<file path="src/rtl/spi_master_cfg.sv">
`default_nettype none
// ============================================================================
//  Module   : spi_master_cfg
//  Purpose  : Configurable SPI master. Accepts one word per request, serialises
//             it on sdo, de-serialises sdi, and reports the received word with
//             a one-cycle rx_valid pulse. Mode, bit order, target slave and
//             serial-clock divider are captured per transfer.
//  Ports    : clk, rst            - system clock, synchronous active-high reset
//             tx_valid/tx_ready   - request handshake (ready only when idle)
//             tx_data             - word to send
//             cs_sel              - target slave index (out of range = no CS)
//             cpol, cpha          - SPI mode
//             lsb_first           - bit order for both directions
//             clk_div             - serial half-period H = clk_div + 1 cycles
//             rx_valid, rx_data   - received word and its strobe
//             busy                - transfer in progress
//             scl, cs_n, sdo, sdi - SPI bus
//  Revision : 1.0 - initial release
// ============================================================================
module spi_master_cfg #(
   parameter int DATA_W  = 8,
   parameter int CS_INST = 1,
   parameter int DIV_W   = 8
) (
   input  logic                                          clk,
   input  logic                                          rst,
   input  logic                                          tx_valid,
   output logic                                          tx_ready,
   input  logic [DATA_W-1:0]                             tx_data,
   input  logic [((CS_INST > 1) ? $clog2(CS_INST) : 1)-1:0] cs_sel,
   input  logic                                          cpol,
   input  logic                                          cpha,
   input  logic                                          lsb_first,
   input  logic [DIV_W-1:0]                              clk_div,
   output logic                                          rx_valid,
   output logic [DATA_W-1:0]                             rx_data,
   output logic                                          busy,
   output logic                                          scl,
   output logic [CS_INST-1:0]                            cs_n,
   input  logic                                          sdi,
   output logic                                          sdo
);

   // One XFER half-period per scl edge; index 0 is the first leading edge.
   localparam int                  c_EDGE_W    = $clog2(2 * DATA_W);
   localparam logic [c_EDGE_W-1:0] c_LAST_EDGE = c_EDGE_W'(2 * DATA_W - 1);

   typedef enum logic [1:0] {
      ST_IDLE  = 2'd0,
      ST_SETUP = 2'd1,
      ST_XFER  = 2'd2,
      ST_HOLD  = 2'd3
   } state_t;

   state_t              r_state;
   state_t              w_state_nxt;

   logic [DATA_W-1:0]   r_sh;
   logic [DATA_W-1:0]   r_rx;
   logic [DATA_W-1:0]   r_rx_data;
   logic [DIV_W-1:0]    r_div;
   logic [DIV_W-1:0]    r_cnt;
   logic [c_EDGE_W-1:0] r_edge;
   logic                r_cpha;
   logic                r_lsb;
   logic                r_scl;
   logic                r_sdo;
   logic                r_rx_valid;
   logic                r_tx_ready;
   logic [CS_INST-1:0]  r_cs_n;

   logic                w_accept;
   logic                w_tick;
   logic                w_evt;
   logic                w_lead;
   logic                w_sample;
   logic                w_advance;
   logic                w_done;
   logic [c_EDGE_W-1:0] w_k;
   logic [CS_INST-1:0]  w_cs_dec;
   logic                w_first_bit;
   logic [DATA_W-1:0]   w_tx_shift;
   logic                w_next_bit;
   logic [DATA_W-1:0]   w_sh_shift;

   always_comb begin
      w_state_nxt = r_state;
      w_accept    = (r_state == ST_IDLE) && tx_valid && r_tx_ready;
      w_tick      = (r_cnt == r_div);
      // w_k is the index of the half-period that starts on this tick.
      w_k         = (r_state == ST_SETUP) ? '0 : r_edge + 1'b1;
      w_evt       = w_tick && ((r_state == ST_SETUP) ||
                               ((r_state == ST_XFER) && (r_edge != c_LAST_EDGE)));
      w_lead      = ~w_k[0];
      w_sample    = w_evt && (r_cpha ? ~w_lead : w_lead);
      // cpha=0 already has its first bit out, so it shifts on trailing edges
      // except the final one; cpha=1 drives every bit on a leading edge.
      w_advance   = w_evt && (r_cpha ? w_lead : (~w_lead && (w_k != c_LAST_EDGE)));
      w_done      = (r_state == ST_HOLD) && w_tick;

      case (r_state)
         ST_IDLE:  if (w_accept) w_state_nxt = ST_SETUP;
         ST_SETUP: if (w_tick) w_state_nxt = ST_XFER;
         ST_XFER:  if (w_tick && (r_edge == c_LAST_EDGE)) w_state_nxt = ST_HOLD;
         ST_HOLD:  if (w_tick) w_state_nxt = ST_IDLE;
         default:  w_state_nxt = ST_IDLE;
      endcase

      // Slave indices beyond CS_INST match no bit, leaving every select high.
      w_cs_dec = '1;
      for (int i = 0; i < CS_INST; i++) begin
         if (32'(cs_sel) == i) w_cs_dec[i] = 1'b0;
      end

      w_first_bit = lsb_first ? tx_data[0] : tx_data[DATA_W-1];
      w_tx_shift  = lsb_first ? {1'b0, tx_data[DATA_W-1:1]} : {tx_data[DATA_W-2:0], 1'b0};
      w_next_bit  = r_lsb ? r_sh[0] : r_sh[DATA_W-1];
      w_sh_shift  = r_lsb ? {1'b0, r_sh[DATA_W-1:1]} : {r_sh[DATA_W-2:0], 1'b0};
   end

   always_ff @(posedge clk) begin
      if (rst) r_state <= ST_IDLE;
      else     r_state <= w_state_nxt;
   end

   always_ff @(posedge clk) begin
      if (rst) begin
         r_sh       <= '0;
         r_rx       <= '0;
         r_rx_data  <= '0;
         r_div      <= '0;
         r_cnt      <= '0;
         r_edge     <= '0;
         r_cpha     <= 1'b0;
         r_lsb      <= 1'b0;
         r_scl      <= 1'b0;
         r_sdo      <= 1'b0;
         r_rx_valid <= 1'b0;
         r_tx_ready <= 1'b0;
         r_cs_n     <= '1;
      end else begin
         r_rx_valid <= w_done;
         r_tx_ready <= (w_state_nxt == ST_IDLE);

         // Divider never exceeds r_div, so the all-ones setting cannot wrap.
         if ((r_state == ST_IDLE) || w_tick) r_cnt <= '0;
         else                                r_cnt <= r_cnt + 1'b1;

         if (w_evt) r_edge <= w_k;

         // Idle scl tracks the live cpol input; during a transfer it only
         // toggles on half-period boundaries.
         if ((r_state == ST_IDLE) || w_done) r_scl <= cpol;
         else if (w_evt)                     r_scl <= ~r_scl;

         if (w_accept) begin
            r_div  <= clk_div;
            r_cpha <= cpha;
            r_lsb  <= lsb_first;
            r_cs_n <= w_cs_dec;
            r_sdo  <= cpha ? 1'b0 : w_first_bit;
            r_sh   <= cpha ? tx_data : w_tx_shift;
         end else if (w_advance) begin
            r_sdo  <= w_next_bit;
            r_sh   <= w_sh_shift;
         end else if (w_done) begin
            r_sdo  <= 1'b0;
            r_cs_n <= '1;
         end

         if (w_sample) r_rx <= r_lsb ? {sdi, r_rx[DATA_W-1:1]} : {r_rx[DATA_W-2:0], sdi};
         if (w_done)   r_rx_data <= r_rx;
      end
   end

   assign tx_ready = r_tx_ready;
   assign rx_valid = r_rx_valid;
   assign rx_data  = r_rx_data;
   assign busy     = (r_state != ST_IDLE);
   assign scl      = r_scl;
   assign cs_n     = r_cs_n;
   assign sdo      = r_sdo;

endmodule
`default_nettype wire

</file>
<file path="config.mk">
export PLATFORM = sky130hd
export DESIGN_NAME = spi_master_cfg
export DESIGN_NICKNAME = d
export VERILOG_FILES = /design/src/rtl/spi_master_cfg.sv
export SDC_FILE = /design/constraint.sdc
export NUM_CORES = 1
export LEC_CHECK = 0
export CORE_MARGIN = 2
export CORE_UTILIZATION = 55
export DETAILED_ROUTE_END_ITERATION = 7
export HOLD_SLACK_MARGIN = 0.06
export PLACE_DENSITY_LB_ADDON = 0.3
export REMOVE_ABC_BUFFERS = 1
export SLEW_MARGIN = 5
export SYNTH_ARGS = -nofsm -noshare
export SYNTH_HDL_FRONTEND = slang
export SYNTH_SLANG_ARGS = --single-unit
</file>
<file path="constraint.sdc">
create_clock -name clk -period 3.1 [get_ports clk]
set_input_delay 0.31 -clock clk [delete_from_list [all_inputs] [get_ports clk]]
set_output_delay 0.31 -clock clk [all_outputs]
set_load 0.02 [all_outputs]
</file>
# ---- Yosys cells after proc, flatten, opt, wreduce, memory -nomap -nowiden
# Index checks and enable logic that the tools add are counted.
dict set report classes {
  addsub 2
  n_eq_ne 8
  mux 26
  n_bitwise 2
  reduce_logical 21
}
# operator count
set op_table {}
lappend op_table {{8-bit 2-to-1 mux} 6}
lappend op_table {{1-bit 2-to-1 mux} 14}
lappend op_table {{1-bit logical AND} 9}
lappend op_table {{8-bit by 1-bit adder with 8-bit output, second input constant} 1}
lappend op_table {{8-bit == test} 1}
lappend op_table {{2-bit 2-to-1 mux} 4}
lappend op_table {{4-bit inequality test, second input constant} 2}
lappend op_table {{2-bit one-hot mux with 4 select lines} 1}
lappend op_table {{2-bit nonzero test} 4}
lappend op_table {{4-bit by 1-bit adder with 4-bit output, second input constant} 1}
lappend op_table {{2-bit == test, second input constant} 2}
lappend op_table {{4-bit == test, second input constant} 1}
lappend op_table {{2-bit logical NOT} 2}
lappend op_table {{4-bit 2-to-1 mux} 1}
lappend op_table {{1-bit logical OR} 3}
lappend op_table {{3-bit nonzero test} 1}
lappend op_table {{2-bit by 1-bit == test with 1-bit output, second input constant} 1}
lappend op_table {{2-bit inequality test, second input constant} 1}
lappend op_table {{1-bit NOT} 2}
lappend op_table {{2-bit AND reduction} 1}
lappend op_table {{2-bit OR reduction} 1}
dict set report word_totals {
  regBits 53
  inputBits 24
  elab_cells 73
}

# ---- Logic depth before layout (Yosys ltp)
dict set report logic_depth {
  ltp_word 8
  ltp_mapped 7
  ltp_nobuf 6
}

# ---- Worst setup path before layout
# OpenSTA, ideal clock, no wires.
dict set report synth_timing {
  kind {register to register}
  start {register r_edge[0]}
  end {register r_edge[3]}
  arrival_ns 1.793
  setup_slack_ns 1.237
  stages_incl_launch_ff 7
  n_path_buf 0
  synth_period_minus_slack_ns 1.863
  cell_sequence {dfxtp_1 -> ha_1 -> and3_2 -> o21ai_2 -> nand3_4 -> or4_1 -> a21oi_1}
}
dict set report synth_via {
  elab_chain_len 4
  word_cells_on_any_way 6
}
# element line_no
set synth_rtl {}
lappend synth_rtl {{from (decl)} 63} ;# logic [c_EDGE_W-1:0] r_edge;
lappend synth_rtl {{from (signal assigned)} 149} ;# if (w_evt) r_edge <= w_k;
lappend synth_rtl {{branches (longest 4 deep; another with 4-bit by 1-bit adder with 4-bit output)} n/a}
# Several ways; the timed one is not identified.
# A chain may end at the register's enable or synchronous reset.

# ---- Worst setup path in the final report
dict set report layout_timing {
  start {register r_edge[0]}
  end {register r_rx[0]}
}
dict set report layout_via {
  elab_chain_len 5
  word_cells_on_any_way 9
}
# element line_no
set layout_rtl {}
lappend layout_rtl {{4-bit by 1-bit adder with 4-bit output / 4-bit inequality test (equally long branches)} {91, 93}}
lappend layout_rtl {{4-bit 2-to-1 mux / 1-bit logical AND (equally long branches)} {91, 93}}
lappend layout_rtl {{1-bit NOT / 1-bit logical OR (equally long branches)} {94, 92}}
lappend layout_rtl {{1-bit 2-to-1 mux / 1-bit logical AND (equally long branches)} {95, 92}}
lappend layout_rtl {{1-bit logical AND (*)} 95} ;# w_sample = w_evt && (r_cpha ? ~w_lead : w_lead);
lappend layout_rtl {{to (signal assigned)} 171} ;# if (w_sample) r_rx <= r_lsb ? {sdi, r_rx[DATA_W-1:1]} : {r_rx[DATA_W-2:0], sdi};
lappend layout_rtl {{to (decl)} 59} ;# logic [DATA_W-1:0] r_rx;
# Mark *: on every way between the ends. The rest lies on a longest branch, timed or not.

==> flow_summary.yaml <==
run_status:
  outcome: "finished, final reports clean"
worst_setup_path:
  regToRegSetupSlack_ps: 760
  timing.rr.start: "r_edge[0]$_SDFFE_PP0P_"
  path_class: "flip-flop to flip-flop"
  crit_path_cell_trace: "ha_1, and3_2, o21a_1, a2111oi_4, nor2_1, a211oi_1"
  worst_setup_path_start_kind: "flip-flop"
  cp.required_ps: 3320
  cp_num_buf_inv: 0
  cp_max_fo: 16
  endpoint_kind: "flip-flop"
  crit_path_start: "r_edge[0]$_SDFFE_PP0P_"
  worst_ep_arrival_time_ps: 2560
  cpPeakStageDelay_ps: 680
  crit_path_top_delay_cell: "a2111oi_4"
  crit_family: "compound AO/OA/AOI/OAI gates"
clocking:
  cts_tree: "built"
  clkLatencyLatePin_ps: 310
  clkTransAtPathRegs_ps: 100
  cts_resized: 0
  clock-sinks: 53
  cts-root-buf: "clkbuf_8"
  cts_buffer_depth: 2
  cts-buffers-inserted: 5
  cts_max_level: 2
  post_cts_buffers: 0
  ctsHoldBuffers: 0
layout:
  diodes: 0
  syn_to_final_growth_pct: 17.2
  final_nets: 352
  utilization: 0.671
  design_area_sq_mm: 0.00319
  drive_above_1_share: 0.119
floorplanning:
  die-height_microns: 74.4
  io_pins: 38
  die_w_microns: 74.4
  rows: 25
  coreArea_sq_mm: 0.00475
  start_util: 0.573
  dieArea_sq_mm: 0.00553
place:
  hpwl_mm: 4.07
  place_congestion: 0.795
  io_buffers: 37
  placed_cell_area_sq_mm: 0.00309
global_routing:
  grt_pass1_vias: 1989
  grt_util_met3: 0.0461
  gr-usage-all-layers: 0.224
  grt_use_met1: 0.319
  grt_max_degree: 22
  met2_usage: 0.353
  grt_pass1_wl_mm: 9.67
  gr-total-overflow: 0
  top_usage_layer: "met2"
  antenna_found_initial: 0
sta:
  period_needed_ps: 2340
  slew_headroom: 0.420
  post-route-period-util: 0.756
  clock_skew_ps: 9.45
  tightest_slew_ps: 868
  finalMaxSlewViolations: 0
  setup_viol_count_final: 0
  fin_setup_tns_ps: 0
  final_hold_viol_count: 0
  rsz0062_at_grt: "no"
  max_freq_mhz: 427
logic_synthesis:
  async_flop_share: 0
  ys_seq_elements: 53
  seq_area_frac_synth: 0.390
  synth_edf_count: 0
  synthCells: 300
  synth_area_leaders: "dfxtp_1 39%, mux2i_1 8.8%, a21oi_1 5.0%"
  synth.largest_area_cell: "dfxtp_1"
  synth_top_area_frac: 0.390
  synth_area_sq_mm: 0.00272
  syn_avg_cell_area_sq_um: 9.08
  synth.distinct_cells: 54
  yosysWarnings: 0
  ys.flop_type: "dfxtp_1"
hold_path:
  min_path_type: "flip-flop to flip-flop"
  min_from: "r_div[0]$_SDFFE_PP0P_"
drt:
  viasPerCell: 5.56
  drt_wl_total_mm: 5.73
  drtIter0Drc: 105
  drtAntennaViolNets: 0
  wire_per_inst_microns: 14.5
  drc: 0
  dr_total_vias: 2190
  drtPass1Iterations: 4
power:
  ir_worst_vdd_uv: 279
  powerDensity_mw_per_mm2: 483
  leakagePower_nw: 1.13
job:
  cap_viol_max_count: 0
-- area by class of cell --
class	count	area, sq um
clock buffer	6	82.6
clock inverter	2	17.5
fill	410	1560
inverter	4	15.0
multi-input combinational	221	1530
sequential	53	1060
tap	67	83.8
timing repair buffer	41	400
-- cell families (layout without fill, tap and decap cells) --
| family | count (synthesis) | in the layout | synth area share |
|---|---|---|---|
| AND/OR/NAND/NOR | 106 | 106 | 0.200 |
| AO/OA/AOI/OAI | 66 | 66 | 0.174 |
| flip-flops | 53 | 53 | 0.390 |
| multiplexers | 30 | 30 | 0.113 |
| buffers and inverters | 26 | 53 | 0.0478 |
| XOR/XNOR | 17 | 17 | 0.0657 |
| adder cells (fa/ha/maj) | 2 | 2 | 0.00919 |
-- per-stage QoR --
stage	setup WS (ps)	hold slack [ps]	power, mW	cells
6_report	757	476	1.54	394
3_3_place_gp	976	457	1.13	386
5_1_grt	622	496	1.62	394
4_1_cts	774	476	1.55	394
2_1_floorplan	1130	375	1.01	278
3_5_place_dp	788	462	1.14	386
-- cell usage after synthesis (4+ instances only) --
library cell / n
inv_1: 4
mux2_2: 6
clkbuf_1: 12
a22oi_1: 7
buf_2: 5
dfxtp_1: 53
mux2i_1: 24
nor2_1: 34
a211oi_1: 7
xnor2_1: 6
xnor2_2: 4
nand2_1: 31
nand3_1: 15
xor2_1: 7
a21oi_1: 27
o21ai_0: 8
-- state kept, by name, summed over array words and instances, names as in the netlist --
signal and count:
r_cnt 8, r_div 8, r_rx 8, r_sh 8
rx_data 8, r_edge 4, r_state 2, cs_n 1
r_cpha 1, r_lsb 1, rx_valid 1, scl 1
sdo 1, tx_ready 1
-- path summary, 6_finish.rpt --
| path | end | cells past startpoint |
|---|---|---|
| max | r_rx[0]$_SDFFE_PP0P_ | 6 |
| min | r_div[0]$_SDFFE_PP0P_ | 2 |
| max reg2reg | r_rx[0]$_SDFFE_PP0P_ | 6 |
| min reg2reg | r_div[0]$_SDFFE_PP0P_ | 2 |
-- cells in the final DEF, fill, tap and decap left out, types with 2 or more instances in the layout --
master,count
a211oi_1,7
a211oi_2,2
a21oi_1,27
a22oi_1,7
a31oi_1,2
and3_1,3
and4_1,2
buf_4,4
clkbuf_8,6
clkdlybuf4s50_1,37
dfxtp_1,53
ha_1,2
inv_1,4
mux2_2,6
mux2i_1,24
nand2_1,31
nand3_1,15
nand4_1,3
nor2_1,34
nor3_1,2
o21a_1,2
o21ai_0,8
xnor2_1,6
xnor2_2,4
xor2_1,7
-- per-layer routing --
| layer | wire [microns] | share of wire |
|---|---|---|
| met5 | 0 | 0 |
| met4 | 63 | 0.011 |
| met3 | 284 | 0.050 |
| met2 | 2720 | 0.47 |
| met1 | 2660 | 0.46 |
-- worst register-to-register path, cell delays in order, from the launching register on --
cell and delay, ps:
dfxtp_1 400, ha_1 280, and3_2 260, o21a_1 220, a2111oi_4 680, nor2_1 110, a211oi_1 290
-- power by group --
group / internal [mW] / leakage, nW / switching [mW]
logic: 0.160 / 0.648 / 0.194
clock network: 0.186 / 0.0518 / 0.234
registers: 0.721 / 0.430 / 0.0483
Note: power is estimated with default switching activity, not from simulation.
